## src/rtl/sc_stream_decoder.sv

```systemverilog
// Stochastic-to-binary decoder: popcounts each IN_WIDTH-bit slice and sums
// WINDOW_BEATS slices into one binary count, held in a one-entry output buffer.
module sc_stream_decoder #(
    parameter int IN_WIDTH     = 8,
    parameter int WINDOW_BEATS = 4,
    parameter int CNT_WIDTH    = 6,
    localparam int BW          = (WINDOW_BEATS > 1) ? $clog2(WINDOW_BEATS) : 1
) (
    input  logic                 clk,
    input  logic                 rst_n,
    input  logic                 flush,
    input  logic                 in_valid,
    output logic                 in_ready,
    input  logic [IN_WIDTH-1:0]  in_bits,
    output logic                 out_valid,
    input  logic                 out_ready,
    output logic [CNT_WIDTH-1:0] out_value,
    output logic [BW-1:0]        beat_idx
);

    logic [CNT_WIDTH-1:0] acc_q, acc_d;
    logic [BW-1:0]        beat_q, beat_d;
    logic                 out_valid_q, out_valid_d;
    logic [CNT_WIDTH-1:0] out_value_q, out_value_d;

    logic [CNT_WIDTH-1:0] psum [IN_WIDTH+1];
    logic [CNT_WIDTH-1:0] pc;
    logic [CNT_WIDTH-1:0] sum;
    logic                 last_beat;
    logic                 accept;

    // Ripple prefix sum over the slice; psum[IN_WIDTH] is the popcount.
    assign psum[0] = '0;
    generate
        for (genvar gi = 0; gi < IN_WIDTH; gi++) begin : g_popcount
            assign psum[gi+1] = psum[gi] + CNT_WIDTH'(in_bits[gi]);
        end
    endgenerate

    assign pc        = psum[IN_WIDTH];
    assign sum       = acc_q + pc;
    assign last_beat = (beat_q == BW'(WINDOW_BEATS - 1));

    // Only the closing beat needs a free output slot; earlier beats just accumulate.
    assign in_ready  = !(last_beat && out_valid_q && !out_ready);
    assign accept    = in_valid && in_ready && !flush;

    always_comb begin
        acc_d       = acc_q;
        beat_d      = beat_q;
        out_valid_d = out_valid_q;
        out_value_d = out_value_q;

        if (out_valid_q && out_ready) begin
            out_valid_d = 1'b0;
        end

        if (flush) begin
            acc_d  = '0;
            beat_d = '0;
        end else if (accept) begin
            if (last_beat) begin
                out_value_d = sum;
                out_valid_d = 1'b1;
                acc_d       = '0;
                beat_d      = '0;
            end else begin
                acc_d  = sum;
                beat_d = beat_q + BW'(1);
            end
        end
    end

    always_ff @(posedge clk or negedge rst_n) begin
        if (!rst_n) begin
            acc_q       <= '0;
            beat_q      <= '0;
            out_valid_q <= 1'b0;
            out_value_q <= '0;
        end else begin
            acc_q       <= acc_d;
            beat_q      <= beat_d;
            out_valid_q <= out_valid_d;
            out_value_q <= out_value_d;
        end
    end

    assign out_valid = out_valid_q;
    assign out_value = out_value_q;
    assign beat_idx  = beat_q;

endmodule

```

## config.mk

```make
export PLATFORM = sky130hd
export DESIGN_NAME = sc_stream_decoder
export DESIGN_NICKNAME = d
export VERILOG_FILES = /design/src/rtl/sc_stream_decoder.sv
export SDC_FILE = /design/constraint.sdc
export NUM_CORES = 1
export LEC_CHECK = 0
export CORE_MARGIN = 2
export CORE_UTILIZATION = 48
export DETAILED_ROUTE_END_ITERATION = 8
export PLACE_DENSITY_LB_ADDON = 0.3
export SLEW_MARGIN = 15
export SYNTH_ARGS = -nofsm -noshare
export SYNTH_HDL_FRONTEND = slang
export SYNTH_SLANG_ARGS = --single-unit
```

## constraint.sdc

```tcl
create_clock -name clk -period 3.6 [get_ports clk]
set_clock_uncertainty 0.1 [all_clocks]
set_input_delay 0.72 -clock clk [delete_from_list [all_inputs] [get_ports clk]]
set_output_delay 0.72 -clock clk [all_outputs]
set_load 0.05 [all_outputs]
```

## Yosys cells after proc, flatten, opt, wreduce, memory -nomap -nowiden

Index checks and enable logic that the tools add are counted.

- Register bits after elaboration: 15
- Word-level logic and storage cells: 35
- Output and inout port bits: 10
- Input port bits: 13

- Add/sub/neg operators: 9
- Reduce and logical (&&, ||, !) cells: 10
- Multiplexer cells: 10
- Bitwise gates (word level): 1
- Equal/unequal tests: 1

Operators by type and width:

| cell | number |
|---|---|
| $mux 6 | 3 |
| $add 6x1->6 | 2 |
| $add 5x1->6 | 1 |
| $add 6x6->6 | 1 |
| $mux 2 | 3 |
| $add 4x1->5 | 1 |
| $logic_and 1x1->1 | 5 |
| $add 3x1->4 | 1 |
| $mux 1 | 4 |
| $add 2x1->3 | 1 |
| $logic_not 1->1 | 3 |
| $reduce_and 3->1 | 1 |
| $add 1x1->2 | 1 |
| $add 2x1->2 const B | 1 |
| $eq 2x2->1 const B | 1 |
| $reduce_bool 2->1 | 1 |
| $not 1->1 | 1 |

## Logic depth before layout (Yosys ltp)

- Word-level depth: 11
- Mapped depth: 11
- Mapped depth without buffers: 11

## Least setup slack after synthesis

OpenSTA, ideal clock, no wires.

- Path kind: input -> register
- Start: in in_bits[0]
- End: reg out_value_q[4], in the netlist out_value[4]
- Library setup time: 125 ps
- Path slack: -91 ps
- Arrival time: 3466 ps
- Stages: 10
- Path buffers: 0
- Path through: fa_1 inv_1 fa_1 fa_1 fa_1 fa_1 nor2b_1 o21ai_0 a21boi_0 o31ai_1

- Longest elaborated chain between the ends: 8

RTL lines:

| element | line | text |
|---|---|---|
| start: declaration | 14 | `input logic [IN_WIDTH-1:0] in_bits,` |
| $add 1x1->2 | 36 | `assign psum[gi+1] = psum[gi] + CNT_WIDTH'(in_bits[gi]);` |
| $add 2x1->3 | 36 |  |
| $add 3x1->4 | 36 |  |
| $add 4x1->5 | 36 |  |
| $add 5x1->6 | 36 |  |
| $add 6x1->6 (2 in a row) | 36 |  |
| $add 6x6->6 | 41 | `assign sum = acc_q + pc;` |
| end signal: assignment | 84 | `out_value_q <= out_value_d;` |
| end: declaration | 24 | `logic [CNT_WIDTH-1:0] out_value_q, out_value_d;` |

No other way between the ends.
A chain may end at the register's enable or synchronous reset.

## Final worst setup path

- Start: in in_bits[3]
- End: reg out_value_q[4], in the netlist out_value[4]

- Longest elaborated chain between the ends: 6

RTL lines:

| element | line |
|---|---|
| $add 3x1->4 | 36 |
| $add 4x1->5 | 36 |
| $add 5x1->6 | 36 |
| $add 6x1->6 (2 in a row) | 36 |
| $add 6x6->6 | 41 |

No other way between the ends.

==> impl_metrics.py <==
metrics = {
    "clocking": {
        "clk_pin_slew_ns": 0.08,
        "numCtsBuffers": 3,
        "ctsHoldBuffers": 0,
        "htree_num_levels": 1,
        "cts-root-buf": "clkbuf_4",
        "cts_sinks": 15,
        "cts_tree": "yes",
        "cts.path.max_buffers": 2,
        "clk_latency_ns": 0.28,
    },
    "route": {
        "vias": 792,
        "wirelength_um": 1910,
        "first_pass_iters": 2,
        "drc": 0,
        "drtIter0Drc": 6,
        "wl_per_cell_um": 12.7,
        "via_per_inst": 5.28,
        "ant_nets": 0,
    },
    "final_layout": {
        "fin_nets": 149,
        "fin_util_pct": 65.1,
        "syn_to_final_growth_pct": 31.6,
        "final_area_um2": 1250,
        "antennaDiodeCount": 0,
        "drive_above_1_share_pct": 12.2,
    },
    "pwr": {
        "p_sw_share_pct": 40.8,
        "p_int_w": 0.000426,
        "max-vdd-ir-drop_mv": 0.378,
        "combPwrFrac_pct": 55.0,
        "leakage_nw": 0.589,
        "net-switching-power_w": 0.000294,
        "pwr-share-clk_pct": 13.2,
        "powerDensity_nw_per_um2": 575,
        "power_frac_seq_pct": 31.9,
    },
    "global_route": {
        "grt_pass1_vias": 770,
        "antenna_found_initial": 0,
        "grt_pass1_wl_um": 3300,
        "gr-total-overflow": 0,
        "grt_start_max_net_pins": 16,
        "grt_usage_pct": 18.5,
    },
    "run_status": {
        "status": "finished clean",
    },
    "timing": {
        "finalCriticalPeriod_ns": 3.48,
        "hold_violations": 0,
        "setup_tns_ns": 0,
        "grt_setup_unrepaired": "no",
        "slew_violations": 0,
        "setup_violations": 0,
        "fmax_mhz": 287,
        "worst-slew-pin-transition_ns": 0.643,
        "fin_crit_sh_pct": 96.7,
        "maxSlewHeadroom_pct": 57.1,
    },
    "min_path": {
        "holdPathStages": 2,
        "hp-class": "flip-flop to flip-flop",
    },
    "place": {
        "numPortBuffers": 22,
        "place_hpwl_um": 1570,
        "placed_area_um2": 1210,
        "gp_congestion": 0.828,
    },
    "logic_synthesis": {
        "yosysSeqAreaShare_pct": 39.5,
        "synth_flop_cell": "dfrtp_1",
        "synth_nets": 120,
        "syn-cell-area_um2": 951,
        "ys_ff_latch": 15,
        "yosys_warnings": 0,
        "async_flop_share_pct": 100,
        "syn_area_per_cell_um2": 10.0,
        "synth_cell_types": 34,
        "netlist_instances": 95,
        "synth_edf_count": 0,
    },
    "critical_path": {
        "cp-end-kind": "flip-flop",
        "cp_max_fo": 2,
        "reg2regPathDepth": 9,
        "path_class": "input pin to flip-flop",
        "cp.arrival_ns": 3.58,
        "required_ns": 3.70,
        "crit_path_start_kind": "input pin",
    },
    "floorplanning": {
        "die_x_um": 48.5,
        "die-area_um2": 2350,
        "num_rows": 16,
        "die_h_um": 48.5,
        "io_pins": 23,
        "start_util_pct": 49.5,
        "core_area_um2": 1920,
    },
    "run": {
        "drv_cap": 0,
    },
}
[layout make-up]
cell class | instances | area (µm²)
fillers | 183 | 671
flip-flops and latches | 15 | 375
multi-input cells | 67 | 537
well taps | 27 | 33.8
repair buffers | 25 | 234
clock buffers | 4 | 26.3
inverters | 12 | 45.0
[metal layers]
metal,track usage [%],part of all wire [%],vias up
li1,-,-,384
met1,20.6,42,388
met2,31.7,53,15
met3,3.40,2.8,5
met4,13.3,2.5,0
met5,0,0,-
[placed cells by master, fill, tap and decap left out, drive strengths merged, types with 2 or more instances in the layout]
cell type,n
a31oi,2
inv,12
a211o,2
a21oi,2
nand3,2
clkbuf,4
dfrtp,15
nand3b,2
o21ai,9
fa,5
o21a,2
ha,7
buf,6
clkdlybuf4s50,19
nor2b,2
nand2,13
[final timing paths]
path,start,endpoint,slack [ns]
max,in_bits[3],out_value[4],0.12
max in group asynchronous,rst_n,out_value[0],2.28
min reg2reg,out_value[0],out_value[0],0.38
min in group asynchronous,rst_n,out_valid,0.72
min,out_value[0],out_value[0],0.38
max reg2reg,acc_q[0],out_value[4],0.76
[per-stage QoR]
stage | power, W | hold slack, ns | worst slack [ns] | std cells
after floorplan | 0.000491 | 0.324 | 0.00682 | 95
after global placement | 0.000598 | 0.364 | -0.500 | 145
after detailed placement | 0.000615 | 0.370 | -0.572 | 145
after CTS | 0.000720 | 0.388 | 0.0111 | 149
after global routing | 0.000779 | 0.439 | 0.0270 | 150
final | 0.000720 | 0.382 | 0.119 | 150
[critical path, stage by stage]
cell and delay [ns]:
buf_6 0.09, fa_1 0.52, inv_1 0.05, fa_1 0.49, fa_1 0.43, fa_2 0.37, fa_2 0.36, nor2b_2 0.13
o21a_1 0.15, nor3_2 0.05, o31ai_2 0.21
[Yosys cell counts (2+ instances only)]
| master | count | area (µm²) |
|---|---|---|
| nor2b_1 | 2 | 12.5 |
| a211o_1 | 2 | 17.5 |
| fa_1 | 5 | 100 |
| nand2_1 | 13 | 48.8 |
| dfrtp_1 | 15 | 375 |
| nand3_1 | 2 | 10.0 |
| o21a_1 | 2 | 15.0 |
| inv_1 | 12 | 45.0 |
| a21oi_1 | 2 | 10.0 |
| nand3b_1 | 2 | 15.0 |
| o21ai_0 | 8 | 40.0 |
| a31oi_1 | 2 | 12.5 |
| ha_1 | 7 | 87.6 |
[repair_timing]
action,4_1_cts,5_1_grt
pin swaps,9,6
setup endpoints to repair,9,3
resized for setup,16,2
buffers inserted,0,1
[power groups by stage]
stage                     registers, W  clock network [W]  logic [W]
after floorplan               0.000292                  0   0.000199
after global placement        0.000230                  0   0.000368
after detailed placement      0.000233                  0   0.000382
after CTS                     0.000230          0.0000972   0.000392
after global routing          0.000235           0.000108   0.000436
final                         0.000229          0.0000947   0.000396
[cells by family (layout without fill, tap and decap cells)]
group,count (synthesis),after routing,share of synthesized area [%]
adder cells (fa/ha/maj),12,12,19.7
flip-flops,15,15,39.5
multiplexers,1,1,1.05
buffers and inverters,13,41,5.92
XOR/XNOR,1,1,0.921
AND/OR/NAND/NOR,29,29,16.2
AO/OA/AOI/OAI,24,24,16.7
[registers in the layout (all words and copies together), names as in the netlist]
name       cells
acc_q          6
out_value      6
out_valid      1
beat_idx       2
Power figures use the tool's default switching activity.
==> RTL edit: new RTL, same flow settings <==
`out_value_q` no longer has a reset.
--- a/src/rtl/sc_stream_decoder.sv
+++ b/src/rtl/sc_stream_decoder.sv
@@ -76,13 +76,15 @@
             acc_q       <= '0;
             beat_q      <= '0;
             out_valid_q <= 1'b0;
-            out_value_q <= '0;
         end else begin
             acc_q       <= acc_d;
             beat_q      <= beat_d;
             out_valid_q <= out_valid_d;
-            out_value_q <= out_value_d;
         end
+    end
+
+    always_ff @(posedge clk) begin
+        out_value_q <= out_value_d;
     end
 
     assign out_valid = out_valid_q;
Behaviour: differs if rst_n is asserted again (counterexample within 10 cycles, from zero or initial values and one cycle with rst_n low); with rst_n held inactive, the same outputs for 10 cycles.
==> RTL edit against the original RTL <==
- the run now ends with setup timing left
- final cell count shrank 9.3%
- synthesized cell count shrank 15%
- die area shrank 2.5%
- via count shrank 13%
- setup slack lost 0.13 ns
- clock power grew 3.3%
- cell area grew 3.6%
- routed wire length grew 6.9%
- sequential cell count is the same
- area after synthesis shrank 2.8%
- power grew 6.4%
==> RTL edit: results (changes against the original RTL) <==
| Metric | Value |
|---|---|
| Largest net degree at the start of global routing | `10 (-6)` |
| Slack of the worst reg-to-reg path | `0.67 ns (-0.09 ns)` |
| Peak supply drop | `0.0004263 V (+13%)` |
| Layout net count | `137 (-8.1%)` |
| Post-layout worst setup margin | `-0.01093 ns (-0.1300 ns)` |
| Data arrival, critical path | `3.67 ns (+0.09 ns)` |
| Relative max-transition margin | `66.46% (+9.3 points)` |
| Multi-In Gates | `52 (-22%)` |
| Synthesized netlist net count | `106 (-12%)` |
| Wire length reported by the detailed router | `2040 um (+6.9%)` |
| Total number of sequential cells | `15 (unchanged)` |
| Post-detail-place hpwl | `1582 um (+0.90%)` |
| Horiz. Die Dim | `47.89 um (-1.3%)` |
| Bufs w/o clock | `26 (+4.0%)` |
| Power dissipated in combinational cells | `421 uW (+6.3%)` |
| PostCTS Resize Cnt | `17 (+1)` |
| Period utilization | `100.3% (+3.6 points)` |
| Library cells used by synthesis | `27 (-21%)` |
| Wire length the detailed router placed on met1 | `878 um (+10%)` |
| Status | `finished, violations left` |
| Routed wire per std cell | `15.00 um (+18%)` |
| Instance area at placement | `0.001230 sq mm (+1.3%)` |
| Maximum net fanout on the critical path | `3 (+1)` |
| Synth top area cells | `sky130_fd_sc_hd__dfrtp_1 24%, sky130_fd_sc_hd__edfxtp_1 19%, sky130_fd_sc_hd__fa_1 11%` |
| Area used by sequential logic in the layout | `405.4 sq um (+8.0%)` |
| Pre-antenna DRT Iters | `4 (+2)` |
| Last weighted congestion value of the routability-driven placer | `0.7655 (-7.6%)` |
| Async set-or-reset flop fraction in the synthesized netlist | `60.00% (-40 points)` |
| Count of flip-flops with a built-in enable after synthesis | `6 (+6)` |
| Clk network pwr share | `12.8% (-0.4 points)` |
| Failing checks | `setup timing` |
| Worst Hold Depth | `1 (-1)` |
| Wire length on met3 | `49 um (-9.3%)` |
| Setup violators final | `1 (+1)` |
| Via-per-instance ratio | `5.044 (-4.5%)` |
| FF-to-FF End | `acc_q[4]` |
| Ranking of synthesized cells by instance count | `13 x sky130_fd_sc_hd__inv_1, 9 x sky130_fd_sc_hd__dfrtp_1, 7 x sky130_fd_sc_hd__ha_1` |
| All-layer global routing usage | `21.58% (+3.1 points)` |
| Area share of buffers outside the clock network | `19.11% (+0.41 points)` |
[RTL edit: per-stage QoR]
step	total power, uW	worst slack (ns)	hold slack (ns)	setup TNS (ns)	util [%]
floorplan	486.8	-0.02157	0.3244	-0.02469	-
global placement	595.1	-0.4837	0.3917	-3.845	69.72
detailed placement	623.3	-0.5850	0.4001	-4.697	69.72
CTS	758.7	-0.1365	0.4133	-0.2968	72.70
global route	829.8	-0.08814	0.4566	-0.1344	73.48
finish	765.8	-0.01093	0.4053	-0.01093	73.48
[RTL edit: kinds of logic (layout without fill, tap and decap cells)]
group / Yosys count / after routing / synth area share [%]
compound gates: 15 / 15 / 11.37
simple gates: 21 / 21 / 15.02
buf+inv: 14 / 44 / 5.683
fa+ha+maj: 12 / 12 / 20.30
flops: 15 / 15 / 43.84
xor+xnor: 4 / 4 / 3.790
[RTL edit: metal layers]
metal / track usage (%) / vias up
li1: - / 336
met1: 28.37 / 335
met2: 35.47 / 11
met3: 4.906 / 4
met4: 6.486 / 0
met5: 0 / -
